<file path="config.mk">
export PLATFORM = sky130hd
export DESIGN_NAME = fetch_stage
export DESIGN_NICKNAME = d
export VERILOG_FILES = /design/src/rtl/core_pkg.sv /design/src/rtl/fetch_fifo.sv /design/src/rtl/fetch_stage.sv
export SDC_FILE = /design/constraint.sdc
export NUM_CORES = 1
export LEC_CHECK = 0
export CAP_MARGIN = 10
export CORE_UTILIZATION = 40
export CTS_CLUSTER_DIAMETER = 60
export DETAILED_ROUTE_END_ITERATION = 12
export PLACE_DENSITY = 0.7
export SYNTH_ARGS = -nofsm -noshare
export SYNTH_HDL_FRONTEND = slang
export SYNTH_SLANG_ARGS = --single-unit
</file>
<file path="constraint.sdc">
create_clock -name clk -period 6.9 [get_ports clk]
set_input_delay 1.035 -clock clk [delete_from_list [all_inputs] [get_ports clk]]
set_output_delay 1.035 -clock clk [all_outputs]
set_load 0.01 [all_outputs]
</file>
<file path="src/rtl/core_pkg.sv">
// Shared core definitions: reset vector, NOP encoding, fetch FSM states and
// the execute-stage control word layout.
package core_pkg;

    localparam logic [31:0] DEFAULT_RESET_PC = 32'h0000_0000;
    localparam logic [31:0] NOP_INSTR        = 32'h0000_0013;

    typedef enum logic [1:0] {
        FS_BOOT  = 2'd0,
        FS_FETCH = 2'd1,
        FS_DRAIN = 2'd2
    } fetch_state_e;

    typedef enum logic [1:0] {
        ALU_SRC_REG = 2'd0,
        ALU_SRC_IMM = 2'd1,
        ALU_SRC_PC  = 2'd2
    } alu_src_e;

    typedef struct packed {
        logic       branch;
        logic       jump;
        logic       mem_read;
        logic       mem_write;
        logic       reg_write;
        alu_src_e   alu_src;
        logic [3:0] alu_op;
    } ex_control_t;

    function automatic logic [31:0] word_align(input logic [31:0] addr);
        return {addr[31:2], 2'b00};
    endfunction

endpackage

</file>
<file path="src/rtl/fetch_fifo.sv">
// Two-entry FIFO holding fetched instruction words together with their PCs.
module fetch_fifo (
    input  logic        clk,
    input  logic        rst_n,
    input  logic        flush,
    input  logic        push,
    input  logic [31:0] push_pc,
    input  logic [31:0] push_instr,
    input  logic        pop,
    output logic [31:0] head_pc,
    output logic [31:0] head_instr,
    output logic [1:0]  count
);

    logic [31:0] pc_mem    [2];
    logic [31:0] instr_mem [2];
    logic        wr_ptr;
    logic        rd_ptr;

    always_ff @(posedge clk or negedge rst_n) begin
        if (!rst_n) begin
            wr_ptr <= 1'b0;
            rd_ptr <= 1'b0;
            count  <= 2'd0;
        end else if (flush) begin
            wr_ptr <= 1'b0;
            rd_ptr <= 1'b0;
            count  <= 2'd0;
        end else begin
            if (push) wr_ptr <= ~wr_ptr;
            if (pop)  rd_ptr <= ~rd_ptr;
            count <= count + {1'b0, push} - {1'b0, pop};
        end
    end

    // Storage needs no reset: count gates every read of it.
    always_ff @(posedge clk) begin
        if (push && !flush) begin
            pc_mem[wr_ptr]    <= push_pc;
            instr_mem[wr_ptr] <= push_instr;
        end
    end

    assign head_pc    = pc_mem[rd_ptr];
    assign head_instr = instr_mem[rd_ptr];

endmodule

</file>
<file path="src/rtl/fetch_stage.sv">
// Instruction fetch stage: issues word requests, buffers in-order responses
// and feeds the IF/ID register; branches flush and drain stale responses.
module fetch_stage
    import core_pkg::*;
#(
    parameter logic [31:0] RESET_PC = DEFAULT_RESET_PC
) (
    input  logic        clk,
    input  logic        rst_n,
    input  logic        branch,
    input  logic [31:0] branch_address,
    input  logic        stall,
    output logic        imem_req,
    output logic [31:0] imem_addr,
    input  logic        imem_gnt,
    input  logic        imem_rvalid,
    input  logic [31:0] imem_rdata,
    output logic        if_id_valid,
    output logic [31:0] if_id_pc,
    output logic [31:0] if_id_instr,
    output logic        misaligned
);

    fetch_state_e state, state_next;
    logic [31:0]  fetch_pc;
    logic [31:0]  rsp_pc;
    logic [1:0]   outstanding, outstanding_next;
    logic [1:0]   stale, stale_next;
    logic         grant;
    logic         live_rsp;
    logic         load_en;
    logic         fifo_push;
    logic         fifo_pop;
    logic         fifo_empty;
    logic [1:0]   fifo_count;
    logic [31:0]  head_pc;
    logic [31:0]  head_instr;

    // In-flight plus buffered words never exceed two, so the FIFO cannot overflow.
    assign imem_req  = (state == FS_FETCH) &&
                       (({1'b0, outstanding} + {1'b0, fifo_count}) < 3'd2);
    assign imem_addr = fetch_pc;
    assign grant     = imem_req && imem_gnt;

    assign outstanding_next = outstanding + {1'b0, grant} - {1'b0, imem_rvalid};

    assign live_rsp   = imem_rvalid && (state == FS_FETCH) && !branch;
    assign load_en    = !stall || !if_id_valid;
    assign fifo_empty = (fifo_count == 2'd0);
    assign fifo_pop   = load_en && !fifo_empty;
    // With an empty FIFO and a free IF/ID register the response bypasses the FIFO.
    assign fifo_push  = live_rsp && !(load_en && fifo_empty);

    fetch_fifo u_fifo (
        .clk        (clk),
        .rst_n      (rst_n),
        .flush      (branch),
        .push       (fifo_push),
        .push_pc    (rsp_pc),
        .push_instr (imem_rdata),
        .pop        (fifo_pop),
        .head_pc    (head_pc),
        .head_instr (head_instr),
        .count      (fifo_count)
    );

    always_ff @(posedge clk or negedge rst_n) begin
        if (!rst_n) begin
            state       <= FS_BOOT;
            stale       <= 2'd0;
            outstanding <= 2'd0;
        end else begin
            state       <= state_next;
            stale       <= stale_next;
            outstanding <= outstanding_next;
        end
    end

    always_comb begin
        state_next = state;
        stale_next = stale;
        case (state)
            FS_BOOT: state_next = FS_FETCH;
            FS_FETCH: begin
                if (branch) begin
                    stale_next = outstanding_next;
                    if (outstanding_next != 2'd0) state_next = FS_DRAIN;
                end
            end
            FS_DRAIN: begin
                if (imem_rvalid && stale != 2'd0) begin
                    stale_next = stale - 2'd1;
                    if (stale == 2'd1) state_next = FS_FETCH;
                end
            end
            default: state_next = FS_BOOT;
        endcase
    end

    // rsp_pc is the PC of the next live response, realigned on every redirect.
    always_ff @(posedge clk or negedge rst_n) begin
        if (!rst_n) begin
            fetch_pc   <= RESET_PC;
            rsp_pc     <= RESET_PC;
            misaligned <= 1'b0;
        end else begin
            misaligned <= branch && (branch_address[1:0] != 2'b00);
            if (branch) begin
                fetch_pc <= word_align(branch_address);
                rsp_pc   <= word_align(branch_address);
            end else begin
                if (grant)    fetch_pc <= fetch_pc + 32'd4;
                if (live_rsp) rsp_pc   <= rsp_pc + 32'd4;
            end
        end
    end

    always_ff @(posedge clk or negedge rst_n) begin
        if (!rst_n) begin
            if_id_valid <= 1'b0;
            if_id_pc    <= 32'h0000_0000;
            if_id_instr <= NOP_INSTR;
        end else if (branch) begin
            if_id_valid <= 1'b0;
        end else if (load_en) begin
            if (!fifo_empty) begin
                if_id_valid <= 1'b1;
                if_id_pc    <= head_pc;
                if_id_instr <= head_instr;
            end else if (live_rsp) begin
                if_id_valid <= 1'b1;
                if_id_pc    <= rsp_pc;
                if_id_instr <= imem_rdata;
            end else begin
                if_id_valid <= 1'b0;
            end
        end
    end

endmodule

</file>
==> results of run 1 <==
metal layers:
| layer | vias to the layer above | global-route usage, % | share of wire (%) |
|---|---|---|---|
| li1 | 4019 | - | - |
| met1 | 3966 | 26.61 | 46 |
| met2 | 305 | 28.97 | 45 |
| met3 | 28 | 3.129 | 7.4 |
| met4 | 0 | 3.998 | 1.2 |
| met5 | - | 0 | 0 |
area by class of cell:
class	count	area, µm²	area share (%)
Inverter	13	48.80	0.3406
Timing Repair Buffer	172	1703	11.89
Tap cell	378	473.0	3.302
Multi-Input combinational cell	678	4118	28.74
Sequential cell	258	7084	49.45
Clock buffer	38	779.5	5.442
Clock inverter	14	118.9	0.8298
power by group through the flow:
stage / sequential (mW) / combinational (mW) / clock, mW
floorplan: 2.21 / 0.825 / 0
global placement: 2.23 / 1.47 / 0
detailed placement: 2.24 / 1.51 / 0
CTS: 2.21 / 1.51 / 1.48
global route: 2.25 / 1.67 / 1.54
finish: 2.20 / 1.49 / 1.45
worst max-delay path, stage by stage, from the launching register on:
cell             delay (ns)
dfrtp_1                0.46
and2_1                 0.19
fa_1                   0.42
or4b_1                 0.74
inv_2                  0.19
clkdlybuf4s50_1        0.56
path summary, 6_finish.rpt:
path | from | end | slack (ns) | cells past startpoint
max in group asynchronous | rst_n | u_fifo.rd_ptr | 4.92 | 2
min in group asynchronous | rst_n | imem_addr[31] | 0.49 | 1
setup / recovery | u_fifo.count[0] | imem_req | 2.77 | 5
setup reg to reg | u_fifo.count[0] | state[0] | 3.28 | 12
hold / removal | if_id_instr[14] | if_id_instr[14] | 0.47 | 2
hold reg to reg | if_id_instr[14] | if_id_instr[14] | 0.47 | 2
state kept, by name, indices dropped and copies added, names as in the netlist, 2 cells and up:
signal,cells
state,2
if_id_pc,30
u_fifo.instr_mem,64
u_fifo.count,2
rsp_pc,30
if_id_instr,32
imem_addr,30
u_fifo.pc_mem,60
stale,2
outstanding,2
cell usage in the layout, fill, tap and decap left out, types with 4 or more instances in the layout:
cell type and instances:
or3_1 11, xnor2_1 19, nor2b_1 5, nand3_1 27
nor2_1 102, or4_1 17, and4_1 13, dfrtp_1 130
nand4_1 19, a21oi_1 72, o31ai_1 15, mux2_2 14
clkdlybuf4s50_1 163, clkbuf_1 7, and3_1 14, o31a_1 4
conb_1 4, nor4_1 18, a31oi_1 24, xor2_1 4
edfxtp_1 124, nor3_1 16, o21ai_0 78, inv_1 11
mux2i_1 65, ha_1 8, clkinv_1 8, nand2_1 90
clkbuf_16 29, a211oi_1 10, buf_4 8
logic make-up after synthesis:
group	synth area share [%]
compound gates	10.65
xor+xnor	1.757
fa+ha+maj	1.048
buf+inv	2.717
flops	61.76
mux	7.050
other cells	0.03271
simple gates	14.98
through the flow:
stage	total power, mW	std cells	utilization (%)	instance area [µm²]	worst slack, ns
final	5.142	1551	51.14	14330	2.765
after floorplan	3.031	1013	-	11480	2.006
after detailed placement	3.742	1499	47.93	13430	3.097
after CTS	5.202	1551	51.14	14330	2.745
after global placement	3.701	1499	47.93	13430	3.167
after global routing	5.464	1551	51.14	14330	2.638
==> summary.md, run 1 <==
| Metric | Value |
|---|---|
| Yosys top cell area share | about 32% |
| Fraction of layout cells with a size suffix above 1 | under 10% |
| RSZ-0062 raised after global routing | no |
| Global-route wire length before repair | between 40 and 50 mm |
| Fmax | between 200 and 250 MHz |
| CP arrival | 3.10 ns |
| # hold bufs at CTS | 0 |
| Clk Latency, worst-skew pair | roughly 0.53 ns |
| Rows | 61 |
| P_leak | 5.228 nW |
| Worst slew pin tran | about 1.2 ns |
| Clk pin slew, worst setup/hold paths | ~0.06 ns |
| Leading area contributor after synthesis | edfxtp_1 |
| Pwr per Cell Area | ~360 nW/µm² |
| Worst path required time | 5.86 ns |
| Initial Util | between 40 and 50% |
| P_sw | ~1.6 mW |
| Flop pwr share | between 40% and 50% |
| WHS | ~0.47 ns |
| Period minus WS final | 4.135 ns |
| Fill cell total of the finished layout | ~2400 |
| Synth area leaders | edfxtp_1 32%, dfrtp_1 29%, mux2i_1 5.7% |
| Clock group share of total power | approximately 28% |
| Post-synthesis cell type count | between 50 and 60 |
| Startpoint types | flip-flop |
| Post-DP HPWL | about 17 mm |
| Setup Skew | ~0.011 ns |
| Chip width | between 150 and 200 µm |
| Top_reg_cell synth | dfrtp_1 |
| Post-synth ARST share | 51.94% |
| GRT overflow | 0 |
| Final ANT Viol Nets | 0 |
| Sw frac | 31.59% |
| Vias per std cell | roughly 5.4 |
| CTS tree | done |
| Drt pass-1 iters | 6 |
| Gpl congestion | approximately 0.86 |
| Die H | between 150 and 200 µm |
| Internal | 3.518 mW |
| Ys Warns | 0 |
| Setup Buffers After CTS | 0 |
| Status | complete, no violations |
| Post-Syn Instances | 1010 |
| CTS Sinks | about 260 |
| Max-slew violation count | 0 |
| Total Nets Final | between 1000 and 1500 |
| Vias in the first global route | between 7000 and 8000 |
| Remaining DRCs | 0 |
| Largest net degree at the start of global routing | between 100 and 150 |
| Gr usage total | approximately 18% |
| Register area share after synthesis | 61.76% |
| Vias | roughly 8300 |
| Setup crit end kind | output pin |
| Core area | around 28000 µm² |
| Die ar. | between 20000 and 30000 µm² |
| Synthesized cell area | between 10000 and 15000 µm² |
| Root Buffer | clkbuf_16 |
| First DRT Iteration DRCs | approximately 650 |
| Combinational share of power | roughly 29% |
| CTS Buf Count | 28 |
| Longest Clk Path Bufs | 3 |
| Class of the worst hold path | reg2reg |
| Critical path class | reg2out |
| Top post-synthesis cells by count | 131 x dfrtp_1, 124 x edfxtp_1, 103 x nor2_1, 90 x nand2_1, 78 x o21ai_0 |
| FF+latch count, synth | around 260 |
| Synth-to-layout area growth | 24.95% |
| Port Buffers | 164 |
| Post-DR wirelength/cell | roughly 17 µm |
| Total number of H-tree levels | 1 |
| Fin crit share | 59.92% |
| Final setup vio count | 0 |
| Ant diodes | 0 |
| Peak supply drop | 0.0002073 V |
| Avg Cell Area, Syn | about 11 µm² |
| Most common cell in the netlist | dfrtp_1 |
| WL final | around 27 mm |
| Worst slew margin | between 20% and 30% |
| Final Hold Viols | 0 |
| Initial antenna violation count | 0 |
| I/O pin total | between 150 and 200 |
| Post_cts resized | 0 |
| Max_cap viols | 0 |
| Crit path max fanout | 11 |
| Setup TNS | 0 ns |
| Number of flops mapped to enable cells by yosys | 124 |
(Power assumes the default switching activity.)
==> run 2, diff against run 1 <==
- clock period: 6.9 -> 4 ns (I/O delays scaled with it)
==> summary.md, run 2 (synthesized netlist as in run 1, its figures left out) <==
| Metric | Value |
|---|---|
| Top flop regs | u_fifo.instr_mem x64, u_fifo.pc_mem x60, if_id_instr x32 (unchanged) |
| Synth-to-layout area growth | 26.40% (was 24.95%) |
| Ant diodes | 0 (unchanged) |
| Met2 GRT Util | 28.15% (was 28.97%) |
| Port Buffers | 164 (unchanged) |
| Startpoint types | flip-flop (unchanged) |
| Pwr per Cell Area | 633.6 nW/µm² (was 358.9 nW/µm²) |
| Reg2reg end | state[0] (unchanged) |
| CTS Sinks | 258 (unchanged) |
| Global-route wire length before repair | 42.10 mm (was 42.77 mm) |
| Core area | 28010 µm² (unchanged) |
| I/O pin total | 169 (unchanged) |
| Fmax | between 200 and 300 MHz |
| Drt pass-1 iters | 5 (was 6) |
| Status | complete, no violations (unchanged) |
| Commonest non-fill, non-tap cell in the layout | clkdlybuf4s50_1 (unchanged) |
| Post-DR wirelength/cell | 17.05 µm (was 17.16 µm) |
| Peak supply drop | 0.0003931 V (was 0.0002073 V) |
| Gr usage total | 18.20% (was 18.40%) |
| Setup Buffers After CTS | 0 (unchanged) |
| Max reg flops | 64 (unchanged) |
| Post-layout util | 51.74% (was 51.14%) |
| Total Nets Final | 1234 (was 1230) |
| Fin crit share | approximately 90% |
| RSZ-0062 raised after global routing | no (unchanged) |
| Setup crit start | u_fifo.count[0] (unchanged) |
| Max_cap viols | 0 (unchanged) |
| Period minus WS final | roughly 3.7 ns |
| Final setup vio count | 0 (unchanged) |
| Met1 layer usage reported by global route | 26.48% (was 26.61%) |
| Vias in the first global route | 7896 (was 7976) |
| Final ANT Viol Nets | 0 (unchanged) |
| Worst slew margin | 23.10% (was 22.51%) |
| Root Buffer | clkbuf_16 (unchanged) |
| Setup crit end kind | output pin (unchanged) |
| Final Hold Viols | 0 (unchanged) |
| Die H | 171.3 µm (unchanged) |
| Post-DP HPWL | 17.41 mm (was 17.27 mm) |
| Max-slew violation count | 0 (unchanged) |
| Post_cts resized | 0 (unchanged) |
| Vias per std cell | 5.343 (was 5.363) |
| Longest Clk Path Bufs | 3 (unchanged) |
| CTS tree | done (unchanged) |
| Most flops, register | u_fifo.instr_mem (unchanged) |
| R2R Path Start | u_fifo.count[0] (unchanged) |
| Initial antenna violation count | 0 (unchanged) |
| Total number of H-tree levels | 1 (unchanged) |
| P_leak | 5.318 nW (was 5.228 nW) |
| R2r setup slk | 0.49 ns (was 3.28 ns) |
| Setup TNS | 0 ns (unchanged) |
| CTS Buf Count | 29 (was 28) |
| Most frequent cells in the layout | 163 x clkdlybuf4s50_1, 130 x dfrtp_1, 124 x edfxtp_1 (unchanged) |
| Clk Latency, worst-skew pair | 0.55 ns (was 0.53 ns) |
| Class of the worst hold path | in2async (was reg2reg) |
| Setup Skew | 0.02402 ns (was 0.01110 ns) |
| Multi-input logic area | 4118 µm² (unchanged) |
| Initial Util | 40.93% (unchanged) |
| Dpl ws | 0.5115 ns (was 3.097 ns) |
| Worst setup margin | 0.3156 ns (was 2.765 ns) |
| Worst slew pin tran | 1.153 ns (was 1.162 ns) |
| Worst path required time | 3.40 ns (was 5.86 ns) |
| Fraction of layout cells with a size suffix above 1 | 7.131% (was 6.138%) |
| Top Usage Layer GRT | met2 (unchanged) |
| First DRT Iteration DRCs | 500 (was 647) |
| WL final | 26.53 mm (was 26.61 mm) |
| Critical path class | reg2out (unchanged) |
| Sequential Area | 7084 µm² (unchanged) |
| Chip width | 171.3 µm (unchanged) |
| GRT overflow | 0 (unchanged) |
| Remaining DRCs | 0 (unchanged) |
| CP arrival | 3.08 ns (was 3.10 ns) |
| Vias | 8314 (was 8318) |
| Gpl congestion | 0.8667 (was 0.8579) |
| Rows | 61 (unchanged) |
| Grt met3 use | 3.313% (was 3.129%) |
| # hold bufs at CTS | 0 (unchanged) |
| Fill cell total of the finished layout | 2404 (was 2443) |
| Reg2Reg Depth | 12 (unchanged) |
| Largest net degree at the start of global routing | 125 (unchanged) |
| Crit path max fanout | 11 (unchanged) |
| Die ar. | 29340 µm² (unchanged) |
| Clk pin slew, worst setup/hold paths | 0.06 ns (about the same) |
==> run 2: routing by layer <==
layer  share of wire [%]  vias to the layer above
met2                  44                      284
li1                    -                     4026
met5                   0                        -
met4                 1.8                        0
met1                  48                     3970
met3                 6.3                       34
==> run 2: critical path: stages, from the launching register on <==
cell	delay [ns]
dfrtp_1	0.45
and2_1	0.18
fa_1	0.44
or4b_1	0.72
inv_2	0.18
clkdlybuf4s50_1	0.56
==> run 2: worst max-delay path by stage <==
stage,slack (ns),cells after the start,to
3_5_place_dp,0.51,12,state[0]
2_1_floorplan,0.72,3,u_fifo.instr_mem[0][0]
3_3_place_gp,0.59,12,state[0]
5_1_grt,0.20,5,imem_req
4_1_cts,0.30,5,imem_req
6_report,0.32,5,imem_req
==> run 2: power breakdown <==
group,total (mW),leakage (nW),internal [mW],switching (mW)
clock,2.82,0.504,1.75,1.06
sequential,3.78,2.72,3.32,0.467
combinational,2.58,2.09,1.27,1.31
total,9.18,5.32,6.34,2.84
==> run 2: metrics by stage <==
step	cell area (µm²)	hold slack, ns	std cells	total power [mW]
after floorplan	11480	0.3044	1013	5.225
after global placement	13460	0.4598	1502	6.375
after detailed placement	13460	0.4686	1502	6.447
after CTS	14490	0.1593	1556	9.286
after global routing	14490	0.1889	1556	9.723
final	14490	0.1057	1556	9.182
==> run 2: cell type report <==
cell class                 count  area share, %
clock buffer                  33          5.250
sequential                   258          48.89
multi-input combinational    678          28.41
clock inverter                21          1.856
tap                          378          3.264
timing repair buffer         175          11.99
inverter                      13         0.3367
==> run 3, diff against run 2 <==
- SLEW_MARGIN: unset -> 10
==> results of run 3 <==
Same layout as run 2: the final DEF is identical, and so are final timing and power.
